<file path="src/rtl/mem_port_responder_if.sv">
// rtl/mem_port_responder_if.sv - request ports and physical memory port bundle for mem_port_responder
interface mem_port_responder_if #(
  parameter int WIDTH = 16
);
  logic [WIDTH-1:0] mem_addr1;
  logic             mem_read1;
  logic [WIDTH-1:0] mem_rdata1;
  logic             mem_resp1;
  logic [WIDTH-1:0] mem_addr2;
  logic             mem_read2;
  logic             mem_write2;
  logic [1:0]       mem_wmask2;
  logic [WIDTH-1:0] mem_wdata2;
  logic [WIDTH-1:0] mem_rdata2;
  logic             mem_resp2;
  logic [WIDTH-1:0] pmem_addr;
  logic             pmem_read;
  logic             pmem_write;
  logic [1:0]       pmem_wmask;
  logic [WIDTH-1:0] pmem_wdata;
  logic [WIDTH-1:0] pmem_rdata;
  logic             pmem_resp;

  modport slave (
    input  mem_addr1, mem_read1, mem_addr2, mem_read2, mem_write2, mem_wmask2, mem_wdata2,
    input  pmem_rdata, pmem_resp,
    output mem_rdata1, mem_resp1, mem_rdata2, mem_resp2,
    output pmem_addr, pmem_read, pmem_write, pmem_wmask, pmem_wdata
  );

  modport master (
    output mem_addr1, mem_read1, mem_addr2, mem_read2, mem_write2, mem_wmask2, mem_wdata2,
    output pmem_rdata, pmem_resp,
    input  mem_rdata1, mem_resp1, mem_rdata2, mem_resp2,
    input  pmem_addr, pmem_read, pmem_write, pmem_wmask, pmem_wdata
  );
endinterface

</file>
<file path="src/rtl/mem_port_responder.sv">
// rtl/mem_port_responder.sv - arbitrates fetch (port 1) and data (port 2) onto one memory port
// Optional grant statistics counters under MEM_ARB_STATS_EN.
module mem_port_responder #(
  parameter int WIDTH        = 16,
  parameter int STARVE_LIMIT = 4
) (
  input logic clk,
  input logic rst,
  mem_port_responder_if.slave bus
`ifdef MEM_ARB_STATS_EN
  ,
  output logic [15:0] stat_i_grants,
  output logic [15:0] stat_d_grants,
  output logic [15:0] stat_starve_forced
`endif
);
  localparam int CW = (STARVE_LIMIT < 2) ? 1 : $clog2(STARVE_LIMIT + 1);
  localparam logic [CW-1:0] LIMIT = CW'(STARVE_LIMIT);

  typedef enum logic [1:0] {IDLE, SERVE, RESP} state_t;

  state_t           state, state_next;
  logic [CW-1:0]    starve_cnt;
  logic             grant1, grant2, d_req, i_starved;
  logic             sel2_q;
  logic [WIDTH-1:0] pmem_addr_q, pmem_wdata_q, rdata1_q, rdata2_q;
  logic [1:0]       pmem_wmask_q;
  logic             pmem_read_q, pmem_write_q, resp1_q, resp2_q;

  always_ff @(posedge clk) begin
    if (rst) state <= IDLE;
    else     state <= state_next;
  end

  // Data port wins unless fetch has waited out STARVE_LIMIT data grants.
  always_comb begin
    state_next = state;
    grant1     = 1'b0;
    grant2     = 1'b0;
    d_req      = bus.mem_read2 | bus.mem_write2;
    i_starved  = bus.mem_read1 && (starve_cnt >= LIMIT);
    case (state)
      IDLE: begin
        if (d_req && !i_starved) begin
          grant2     = 1'b1;
          state_next = SERVE;
        end else if (bus.mem_read1) begin
          grant1     = 1'b1;
          state_next = SERVE;
        end
      end
      SERVE:   if (bus.pmem_resp) state_next = RESP;
      RESP:    state_next = IDLE;
      default: state_next = IDLE;
    endcase
  end

  always_ff @(posedge clk) begin
    if (rst) begin
      starve_cnt   <= '0;
      sel2_q       <= 1'b0;
      pmem_addr_q  <= '0;
      pmem_wdata_q <= '0;
      pmem_wmask_q <= '0;
      pmem_read_q  <= 1'b0;
      pmem_write_q <= 1'b0;
      rdata1_q     <= '0;
      rdata2_q     <= '0;
      resp1_q      <= 1'b0;
      resp2_q      <= 1'b0;
    end else begin
      resp1_q <= 1'b0;
      resp2_q <= 1'b0;
      if (grant2) begin
        pmem_addr_q  <= bus.mem_addr2;
        pmem_write_q <= bus.mem_write2;
        pmem_read_q  <= bus.mem_read2 & ~bus.mem_write2;
        pmem_wmask_q <= bus.mem_wmask2;
        pmem_wdata_q <= bus.mem_wdata2;
        sel2_q       <= 1'b1;
        if (bus.mem_read1 && starve_cnt < LIMIT) starve_cnt <= starve_cnt + 1'b1;
      end else if (grant1) begin
        pmem_addr_q  <= bus.mem_addr1;
        pmem_write_q <= 1'b0;
        pmem_read_q  <= 1'b1;
        pmem_wmask_q <= '0;
        pmem_wdata_q <= '0;
        sel2_q       <= 1'b0;
        starve_cnt   <= '0;
      end
      if (state == SERVE && bus.pmem_resp) begin
        pmem_read_q  <= 1'b0;
        pmem_write_q <= 1'b0;
        if (sel2_q) begin
          resp2_q <= 1'b1;
          if (pmem_read_q) rdata2_q <= bus.pmem_rdata;
        end else begin
          resp1_q  <= 1'b1;
          rdata1_q <= bus.pmem_rdata;
        end
      end
    end
  end

`ifdef MEM_ARB_STATS_EN
  always_ff @(posedge clk) begin
    if (rst) begin
      stat_i_grants      <= '0;
      stat_d_grants      <= '0;
      stat_starve_forced <= '0;
    end else begin
      if (grant1 && stat_i_grants != 16'hFFFF) stat_i_grants <= stat_i_grants + 16'd1;
      if (grant2 && stat_d_grants != 16'hFFFF) stat_d_grants <= stat_d_grants + 16'd1;
      if (grant1 && d_req && stat_starve_forced != 16'hFFFF)
        stat_starve_forced <= stat_starve_forced + 16'd1;
    end
  end
`endif

  assign bus.pmem_addr  = pmem_addr_q;
  assign bus.pmem_read  = pmem_read_q;
  assign bus.pmem_write = pmem_write_q;
  assign bus.pmem_wmask = pmem_wmask_q;
  assign bus.pmem_wdata = pmem_wdata_q;
  assign bus.mem_rdata1 = rdata1_q;
  assign bus.mem_resp1  = resp1_q;
  assign bus.mem_rdata2 = rdata2_q;
  assign bus.mem_resp2  = resp2_q;
endmodule

</file>
<file path="src/flat_wrapper.sv">
// flat-port wrapper written by rule: the top's interface ports become plain ports
module mem_port_responder_flat 
#(
  parameter int WIDTH        = 16,
  parameter int STARVE_LIMIT = 4
)
  (clk, rst, bus_mem_addr1, bus_mem_read1, bus_mem_addr2, bus_mem_read2, bus_mem_write2, bus_mem_wmask2, bus_mem_wdata2, bus_pmem_rdata, bus_pmem_resp, bus_mem_rdata1, bus_mem_resp1, bus_mem_rdata2, bus_mem_resp2, bus_pmem_addr, bus_pmem_read, bus_pmem_write, bus_pmem_wmask, bus_pmem_wdata);
  mem_port_responder_if #(.WIDTH(WIDTH)) bus_i ();
  input logic clk;
  input logic rst;
  input wire logic [$bits(bus_i.mem_addr1)-1:0] bus_mem_addr1;
  input wire logic [$bits(bus_i.mem_read1)-1:0] bus_mem_read1;
  input wire logic [$bits(bus_i.mem_addr2)-1:0] bus_mem_addr2;
  input wire logic [$bits(bus_i.mem_read2)-1:0] bus_mem_read2;
  input wire logic [$bits(bus_i.mem_write2)-1:0] bus_mem_write2;
  input wire logic [$bits(bus_i.mem_wmask2)-1:0] bus_mem_wmask2;
  input wire logic [$bits(bus_i.mem_wdata2)-1:0] bus_mem_wdata2;
  input wire logic [$bits(bus_i.pmem_rdata)-1:0] bus_pmem_rdata;
  input wire logic [$bits(bus_i.pmem_resp)-1:0] bus_pmem_resp;
  output wire logic [$bits(bus_i.mem_rdata1)-1:0] bus_mem_rdata1;
  output wire logic [$bits(bus_i.mem_resp1)-1:0] bus_mem_resp1;
  output wire logic [$bits(bus_i.mem_rdata2)-1:0] bus_mem_rdata2;
  output wire logic [$bits(bus_i.mem_resp2)-1:0] bus_mem_resp2;
  output wire logic [$bits(bus_i.pmem_addr)-1:0] bus_pmem_addr;
  output wire logic [$bits(bus_i.pmem_read)-1:0] bus_pmem_read;
  output wire logic [$bits(bus_i.pmem_write)-1:0] bus_pmem_write;
  output wire logic [$bits(bus_i.pmem_wmask)-1:0] bus_pmem_wmask;
  output wire logic [$bits(bus_i.pmem_wdata)-1:0] bus_pmem_wdata;
  assign bus_i.mem_addr1 = bus_mem_addr1;
  assign bus_i.mem_read1 = bus_mem_read1;
  assign bus_i.mem_addr2 = bus_mem_addr2;
  assign bus_i.mem_read2 = bus_mem_read2;
  assign bus_i.mem_write2 = bus_mem_write2;
  assign bus_i.mem_wmask2 = bus_mem_wmask2;
  assign bus_i.mem_wdata2 = bus_mem_wdata2;
  assign bus_i.pmem_rdata = bus_pmem_rdata;
  assign bus_i.pmem_resp = bus_pmem_resp;
  assign bus_mem_rdata1 = bus_i.mem_rdata1;
  assign bus_mem_resp1 = bus_i.mem_resp1;
  assign bus_mem_rdata2 = bus_i.mem_rdata2;
  assign bus_mem_resp2 = bus_i.mem_resp2;
  assign bus_pmem_addr = bus_i.pmem_addr;
  assign bus_pmem_read = bus_i.pmem_read;
  assign bus_pmem_write = bus_i.pmem_write;
  assign bus_pmem_wmask = bus_i.pmem_wmask;
  assign bus_pmem_wdata = bus_i.pmem_wdata;
  mem_port_responder #(.WIDTH(WIDTH), .STARVE_LIMIT(STARVE_LIMIT)) u_core (.clk(clk), .rst(rst), .bus(bus_i));
endmodule
</file>
<file path="config.mk">
export PLATFORM = sky130hd
export DESIGN_NAME = mem_port_responder_flat
export DESIGN_NICKNAME = d
export VERILOG_FILES = /design/src/rtl/mem_port_responder_if.sv /design/src/rtl/mem_port_responder.sv /design/src/flat_wrapper.sv
export SDC_FILE = /design/constraint.sdc
export NUM_CORES = 1
export LEC_CHECK = 0
export CAP_MARGIN = 20
export CORE_UTILIZATION = 37
export CTS_CLUSTER_DIAMETER = 100
export DETAILED_ROUTE_END_ITERATION = 16
export GPL_ROUTABILITY_DRIVEN = 1
export GPL_TIMING_DRIVEN = 0
export HOLD_SLACK_MARGIN = 0.05
export PLACE_DENSITY = 0.83
export SYNTH_ARGS = -nofsm -noshare
export SYNTH_HDL_FRONTEND = slang
export SYNTH_SLANG_ARGS = --single-unit
export TNS_END_PERCENT = 5
</file>
<file path="constraint.sdc">
create_clock -name clk -period 1.3 [get_ports clk]
set_input_delay 0.195 -clock clk [delete_from_list [all_inputs] [get_ports clk]]
set_output_delay 0.195 -clock clk [all_outputs]
set_load 0.05 [all_outputs]
</file>
# After elaboration in Yosys (flattened, before gate mapping)
# Index checks and enable logic that the tools add are counted.
dict set report totals {
  register_bits 76
  latch_bits 0
  ram_bits 0
  rom_bits 0
  inputBits 72
  output_inout_bits 70
  elab_cells 62
  n_memories 0
}
dict set report classes {
  n_addsub 1
  n_mul 0
  div 0
  n_lt_le_gt_ge 2
  eq_ne 4
  shifts 0
  mux 25
  n_bitwise 5
  n_reduce_logical 13
}
# operator count
set ops {}
lappend ops {{16-bit 2-to-1 mux} 4}
lappend ops {{1-bit 2-to-1 mux} 12}
lappend ops {{2-bit 2-to-1 mux} 5}
lappend ops {{3-bit 2-to-1 mux} 3}
lappend ops {{2-bit AND reduction} 3}
lappend ops {{1-bit logical AND} 4}
lappend ops {{2-bit inequality test, second input constant} 2}
lappend ops {{2-bit one-hot mux with 2 select lines} 1}
lappend ops {{2-bit OR reduction} 2}
lappend ops {{3-bit by 1-bit adder with 3-bit output, second input constant} 1}
lappend ops {{3-bit greater-or-equal comparator, second input constant} 1}
lappend ops {{3-bit less-than comparator, second input constant} 1}
lappend ops {{3-bit by 2-bit inequality test with 1-bit output, second input constant} 1}
lappend ops {{1-bit NOT} 3}
lappend ops {{3-bit AND reduction} 1}
lappend ops {{2-bit by 1-bit equality test with 1-bit output, second input constant} 1}
lappend ops {{2-bit logical NOT} 1}
lappend ops {{2-bit nonzero test} 1}
lappend ops {{1-bit AND} 1}
lappend ops {{1-bit logical NOT} 1}
lappend ops {{1-bit OR} 1}

# Logic depth before layout (Yosys ltp)
# Gate-level depths: netlist of run 1.
dict set report logic_depth {
  ltp_word 8
  mapped_depth 6
  mapped_depth_nobuf 3
}

# Worst setup path after synthesis of run 1
# No wires, ideal clock.
dict set report synth_timing {
  path_kind {reg2reg}
  start {register u_core.pmem_read_q, in the netlist u_core.bus.pmem_read}
  end {register u_core.rdata2_q[11], in the netlist u_core.bus.mem_rdata2[11]}
  setup_time_ns 0.070
  arrival_ns 1.417
  slack_ns -0.187
  path_stages_with_launch 6
  n_path_buf 2
  period_less_slack_ns 1.487
  cell_sequence {dfxtp_1 > and4b_1 > clkbuf_2 > buf_2 > nand3_1 > a21oi_1}
}
dict set report synth_via {
  elab_chain_len 1
}
# item line
set synth_lines {}
lappend synth_lines {{from (decl)} mem_port_responder.sv:28} ;# logic pmem_read_q, pmem_write_q, resp1_q, resp2_q;
lappend synth_lines {{from (signal assigned)} mem_port_responder.sv:77} ;# pmem_read_q <= bus.mem_read2 & ~bus.mem_write2;
lappend synth_lines {{3-bit AND reduction (no line)} n/a}
lappend synth_lines {{to (signal assigned)} mem_port_responder.sv:96} ;# if (pmem_read_q) rdata2_q <= bus.pmem_rdata;
lappend synth_lines {{to (decl)} mem_port_responder.sv:26} ;# logic [WIDTH-1:0] pmem_addr_q, pmem_wdata_q, rdata1_q, rdata2_q;
# No other way between the ends.
# A chain may end at the register's enable or synchronous reset.

# Final worst setup path of run 1
dict set report layout_timing {
  start {input bus_mem_read2}
  end {register u_core.pmem_addr_q[15], in the netlist u_core.bus.pmem_addr[15]}
}
dict set report layout_via {
  elab_chain_len 5
}
# item line
set layout_lines {}
lappend layout_lines {{from (decl)} flat_wrapper.sv:14} ;# input wire logic [$bits(bus_i.mem_read2)-1:0] bus_mem_read2;
lappend layout_lines {{1-bit OR *} mem_port_responder.sv:40} ;# d_req = bus.mem_read2 | bus.mem_write2;
lappend layout_lines {{1-bit logical AND *} mem_port_responder.sv:44} ;# if (d_req && !i_starved) begin
lappend layout_lines {{1-bit 2-to-1 mux} mem_port_responder.sv:44}
lappend layout_lines {{1-bit 2-to-1 mux} mem_port_responder.sv:42} ;# case (state)
lappend layout_lines {{16-bit 2-to-1 mux or 2-bit nonzero test (tied branches)} n/a}
lappend layout_lines {{to (signal assigned)} mem_port_responder.sv:75} ;# pmem_addr_q <= bus.mem_addr2;
lappend layout_lines {{to (signal assigned)} mem_port_responder.sv:83} ;# pmem_addr_q <= bus.mem_addr1;
lappend layout_lines {{to (decl)} mem_port_responder.sv:26}
# Mark *: on every way between the ends. The rest lies on a longest branch, timed or not.

==> run metrics, run 1 <==
number of port buffers 139; clock latency on the worst-skew pair 0.34 ns; Root Buffer clkbuf_8; H-Tree Level Count 3; Post-synth EDFFs 0; proportion of layout cells with a drive suffix above 1 0.261; gr usage total 0.214; WL final 9520 um; area grow syn2layout 67.6%; DIE HEIGHT 92.6 um; Critical Path Fanout Max 10; DR vias/cell 5.23; Final Skew 0.00740 ns; Hold Path Cell Cnt 3; syn_area_per_cell 8.34 um^2; total grt overflow 0; Worst slew margin 0.638; Hold WC Path Type in -> reg; Ports 142; leakage 0.00184 uW; Setup crit end kind flop; distinct cell type count after synthesis 35; Clock Power Share 0.299; f_max 737 MHz; required time of the critical path 1.50 ns; Num CTS Buffers 9; hold buffers post-CTS 0; Final Cell Area 0.00509 mm^2; 1st-pass router iterations 4; post-layout min period 1.36 ns; initial antenna violation count 0; row cnt 32; Post-synth top flop dfxtp_1; Setup WS post-layout -0.0562 ns; violated checks negative setup slack; switching power share of the total 0.314; instance count of the mapped netlist 364; antenna cell count 0; period utilization 1.04; yosys warns 0; Seq pwr share 0.428; run status finished with violations; Max clock buf depth 2; sequential-to-total area share from yosys stat 0.501; Cell Area, Placed 0.00456 mm^2; Worst VDD drop 590 uV; gp weighted congestion 0.767; vias in the first global route 3085; fin. max-slew vios 0; kind of critical path in -> reg; CTS tree yes; clock slew at reported path FFs 0.07 ns; Fin. Hold Viols 0; largest net degree at the start of global routing 13; Reg2Reg Depth 5; transition time at the pin with the least slew margin 0.543 ns; HPWL Detailed 6660 um; Pwr Density 1180 mW/mm^2; Final Non-Filler Cells 631; Post-DRT Antenna Nets 0; Post-synth ARST share 0; Fillers 670; register bit total from synthesis 76; first-iteration detailed-routing DRC count 134; dpl cells 605; sw power 1890 uW; DRC violations left 0; RSZ-0062 raised after global routing true; max cap viols 0; worst endpoint data arrival time 1.56 ns; first-pass GRT wire length 14400 um; P_int 4130 uW; NumNets Final 597; Startpoint Class input pin; Mapped Area 0.00303 mm^2; Comb power frac 0.272; die area 0.00857 mm^2; # setup viols final 16; clock sink count 76; Syn Nets 437; Die X 92.6 um; worst hold slack 0.216 ns; average wire per standard cell 15.1 um; core area 0.00785 mm^2; Vias 3303; Starting Density 0.387
worst max-delay path: stages:
cell	delay [ns]
dlygate4sd2_1	0.32
or3_1	0.44
buf_6	0.16
buf_4	0.17
a21oi_1	0.19
a311oi_1	0.08
area by class of cell:
type | count | area (um^2) | share of cell area
repair buffers | 151 | 1580 | 0.311
flip-flops and latches | 76 | 1540 | 0.302
multi-input cells | 252 | 1400 | 0.276
plain buffers | 33 | 235 | 0.0462
clock buffers | 12 | 155 | 0.0305
well taps | 102 | 128 | 0.0251
clock inverters | 4 | 47.5 | 0.00935
inverters | 1 | 3.75 | 0.000738
stage by stage:
step                      utilization  setup WS, ns  power [uW]  setup TNS [ns]
after global routing            0.648        -0.107        6280           -1.70
after floorplan                     -      -0.00620        3530         -0.0616
after global placement          0.581        -0.574        4130          -28.00
after CTS                       0.630       -0.0744        5960          -0.363
after detailed placement        0.581        -0.614        4160          -31.44
final                           0.648       -0.0562        6020          -0.272
cell usage after synthesis, types with 2 or more instances:
| library cell | number | area (um^2) |
|---|---|---|
| buf_2 | 13 | 65.1 |
| dfxtp_1 | 76 | 1520 |
| clkbuf_1 | 15 | 56.3 |
| nand3_1 | 51 | 255 |
| clkbuf_2 | 2 | 10.0 |
| or3_1 | 2 | 12.5 |
| nor2_1 | 4 | 15.0 |
| a311oi_1 | 16 | 140 |
| nand2_1 | 54 | 203 |
| a21oi_1 | 70 | 350 |
| o21ai_0 | 34 | 170 |
| buf_4 | 4 | 30.0 |
kinds of logic (layout without fill, tap and decap cells):
logic type,after synthesis,in the layout,share of synthesized area
AO/OA/AOI/OAI,127,127,0.243
adder cells (fa/ha/maj),1,1,0.00412
buffers and inverters,36,201,0.0557
flip-flops,76,76,0.501
AND/OR/NAND/NOR,124,124,0.195
path summary, 6_finish.rpt:
| kind | start | to | slack [ns] |
|---|---|---|---|
| max | bus_mem_read2 | u_core.bus.pmem_addr[15] | -0.06 |
| min | bus_mem_read1 | u_core.starve_cnt[1] | 0.22 |
| max reg2reg | u_core.state[0] | u_core.bus.pmem_addr[9] | -0.03 |
| min reg2reg | u_core.bus.mem_rdata1[0] | u_core.bus.mem_rdata1[0] | 0.45 |
routing by layer:
| layer | GRT usage | routed length (um) | up-vias |
|---|---|---|---|
| met5 | 0 | 0 | - |
| met4 | 0.0872 | 182 | 0 |
| met3 | 0.0427 | 648 | 19 |
| met2 | 0.378 | 4740 | 126 |
| met1 | 0.250 | 3950 | 1532 |
| li1 | - | - | 1626 |
power by group through the flow:
stage	clock, uW	sequential [uW]	combinational, uW
2_1_floorplan	0	3090	445
3_3_place_gp	0	2620	1520
3_5_place_dp	0	2620	1540
4_1_cts	1840	2570	1550
5_1_grt	1950	2600	1740
6_report	1800	2580	1640
flip-flops by register name, summed over array words and instances (netlist names), 2 cells and up:
name                   cells
u_core.bus.mem_rdata1     16
u_core.bus.mem_rdata2     16
u_core.bus.pmem_addr      16
u_core.bus.pmem_wdata     16
u_core.bus.pmem_wmask      2
u_core.starve_cnt          3
u_core.state               2
cells in the final DEF (no fill, tap or decap), drive strengths merged, types with 2 or more instances in the layout:
master and n:
a21oi 70, a311oi 16, buf 34, clkbuf 27
clkdlybuf4s15 65, clkdlybuf4s50 66, clkinv 2, dfxtp 76
dlygate4sd2 2, nand2 54, nand3 51, nor2 6
nor3 2, o21ai 35, or3 2
repair_timing:
action	in CTS	in global routing
buffers inserted	2	8
pin swaps	2	6
gates cloned	0	2
gates resized for setup	246	43
setup endpoints to repair	132	64
(Power assumes the default switching activity.)
==> run 2, diff against run 1 <==
--- a/config.mk
+++ b/config.mk
@@ -6,13 +6,13 @@
 export NUM_CORES = 1
 export LEC_CHECK = 0
 export CAP_MARGIN = 20
-export CORE_UTILIZATION = 37
+export CORE_UTILIZATION = 35
 export CTS_CLUSTER_DIAMETER = 100
 export DETAILED_ROUTE_END_ITERATION = 16
 export GPL_ROUTABILITY_DRIVEN = 1
 export GPL_TIMING_DRIVEN = 0
 export HOLD_SLACK_MARGIN = 0.05
-export PLACE_DENSITY = 0.83
+export PLACE_DENSITY = 0.8
 export SYNTH_ARGS = -nofsm -noshare
 export SYNTH_HDL_FRONTEND = slang
 export SYNTH_SLANG_ARGS = --single-unit
==> run metrics, run 2 (synthesis results as in run 1) <==
period utilization 1.01; DR vias/cell 5.20; Starting Density 0.366; gp weighted congestion 0.756; leakage 0.00180 uW; WL final 9290 um; average wire per standard cell 14.8 um; f_max 758 MHz; Vias 3254; core area 0.00830 mm^2; largest net degree at the start of global routing 18; DRC violations left 0; Core Util, Final 0.590; post-layout min period 1.32 ns; # setup viols final 12; crit path buf inv count 0; run status finished with violations; violated checks negative setup slack; Hold WC Path Type in -> reg; Ports 142; max cap viols 0; Final Skew 0.0137 ns; area grow syn2layout 61.3%; Post-DRT Antenna Nets 0; clock slew at reported path FFs 0.08 ns; Root Buffer clkbuf_8; 1st-pass router iterations 4; commonest non-fill, non-tap cell in the layout dfxtp_1; initial antenna violation count 0; gr usage total 0.208; crit path cell chain or3b_4, or3_1, a21oi_1; clock latency on the worst-skew pair 0.34 ns; Multi-input gate area 0.00137 mm^2; worst hold slack 0.205 ns; Top delay family on crit path simple AND/OR/NAND/NOR gates; Fillers 753; Max clock buf depth 2; Final Non-Filler Cells 626; proportion of layout cells with a drive suffix above 1 0.242; Pwr Density 1260 mW/mm^2; number of port buffers 139; Setup WS post-layout -0.0195 ns; kind of critical path reg -> reg; HPWL Detailed 6740 um; FF+latch area 0.00154 mm^2; DIE HEIGHT 95.1 um; NumNets Final 589; Critical Path Fanout Max 8; RSZ-0062 raised after global routing true; first-iteration detailed-routing DRC count 108; Fin. Hold Viols 0; total grt overflow 0; CTS tree yes; Num CTS Buffers 9; Setup crit end kind flop; row cnt 33; sum of negative setup slack -0.126 ns; Die X 95.1 um; clock sink count 76; Worst slew margin 0.608; slowest stage cell, crit path or3b_4; vias in the first global route 3128; fin. max-slew vios 0; hold buffers post-CTS 0; Hold Path Cell Cnt 3; Worst VDD drop 578 uV; dpl cells 608; most frequent cells in the layout dfxtp_1, a21oi_1, clkdlybuf4s50_1; antenna cell count 0; worst endpoint data arrival time 1.58 ns; Startpoint Class flop; Reg2Reg Depth 3; H-Tree Level Count 3; transition time at the pin with the least slew margin 0.588 ns; Levels on crit path 3; first-pass GRT wire length 14700 um; die area 0.00904 mm^2; crit-path max cell delay 0.43 ns; required time of the critical path 1.56 ns
-- run 2: worst reg2reg max path, delay by kind of cell (launching register included) --
family           cells  cell delay, ns
AND/OR/NAND/NOR      2            0.76
AO/OA/AOI/OAI        1            0.12
flip-flops           1            0.38
-- run 2: per-layer routing --
metal | vias to the layer above | part of all wire | GRT usage
met5 | - | 0 | 0
met1 | 1526 | 0.44 | 0.263
met4 | 0 | 0.011 | 0.0808
li1 | 1606 | - | -
met3 | 11 | 0.061 | 0.0327
met2 | 111 | 0.49 | 0.352
-- run 2: worst paths after layout --
| kind | from | to | slack [ns] |
|---|---|---|---|
| max | u_core.state[1] | u_core.starve_cnt[0] | -0.02 |
| min | bus_mem_read1 | u_core.starve_cnt[1] | 0.21 |
| max reg2reg | u_core.state[1] | u_core.starve_cnt[0] | -0.02 |
| min reg2reg | u_core.bus.mem_rdata1[11] | u_core.bus.mem_rdata1[11] | 0.46 |
-- run 2: through the flow --
stage          total power (uW)  instance area, um^2  worst slack, ns
6_report                   6180                 4890          -0.0195
5_1_grt                    6440                 4890          -0.0958
4_1_cts                    6210                 4960          -0.0987
3_5_place_dp               4160                 4570           -0.617
3_3_place_gp               4140                 4570           -0.544
2_1_floorplan              3530                 3040         -0.00620
-- run 2: timing repair --
action / 4_1_cts / 5_1_grt
setup buffers: 2 / 1
pin swaps: 2 / 8
endpoints found under the setup margin: 132 / 78
cloned: 0 / 1
resized for setup: 238 / 59
-- run 2: final cells by class --
class	instances	area share
Buffer	33	0.0442
Clock buffer	10	0.0281
Clock inverter	6	0.0192
Inverter	1	0.000767
Multi-Input combinational cell	252	0.280
Sequential cell	76	0.314
Tap cell	105	0.0268
Timing Repair Buffer	143	0.287
-- run 2: report_power, final --
part	switching, uW	leakage [uW]	internal [uW]	total (uW)
Sequential	93.4	0.000624	2480	2570
Clock	912	0.000114	1150	2070
Combinational	944	0.00106	598	1540
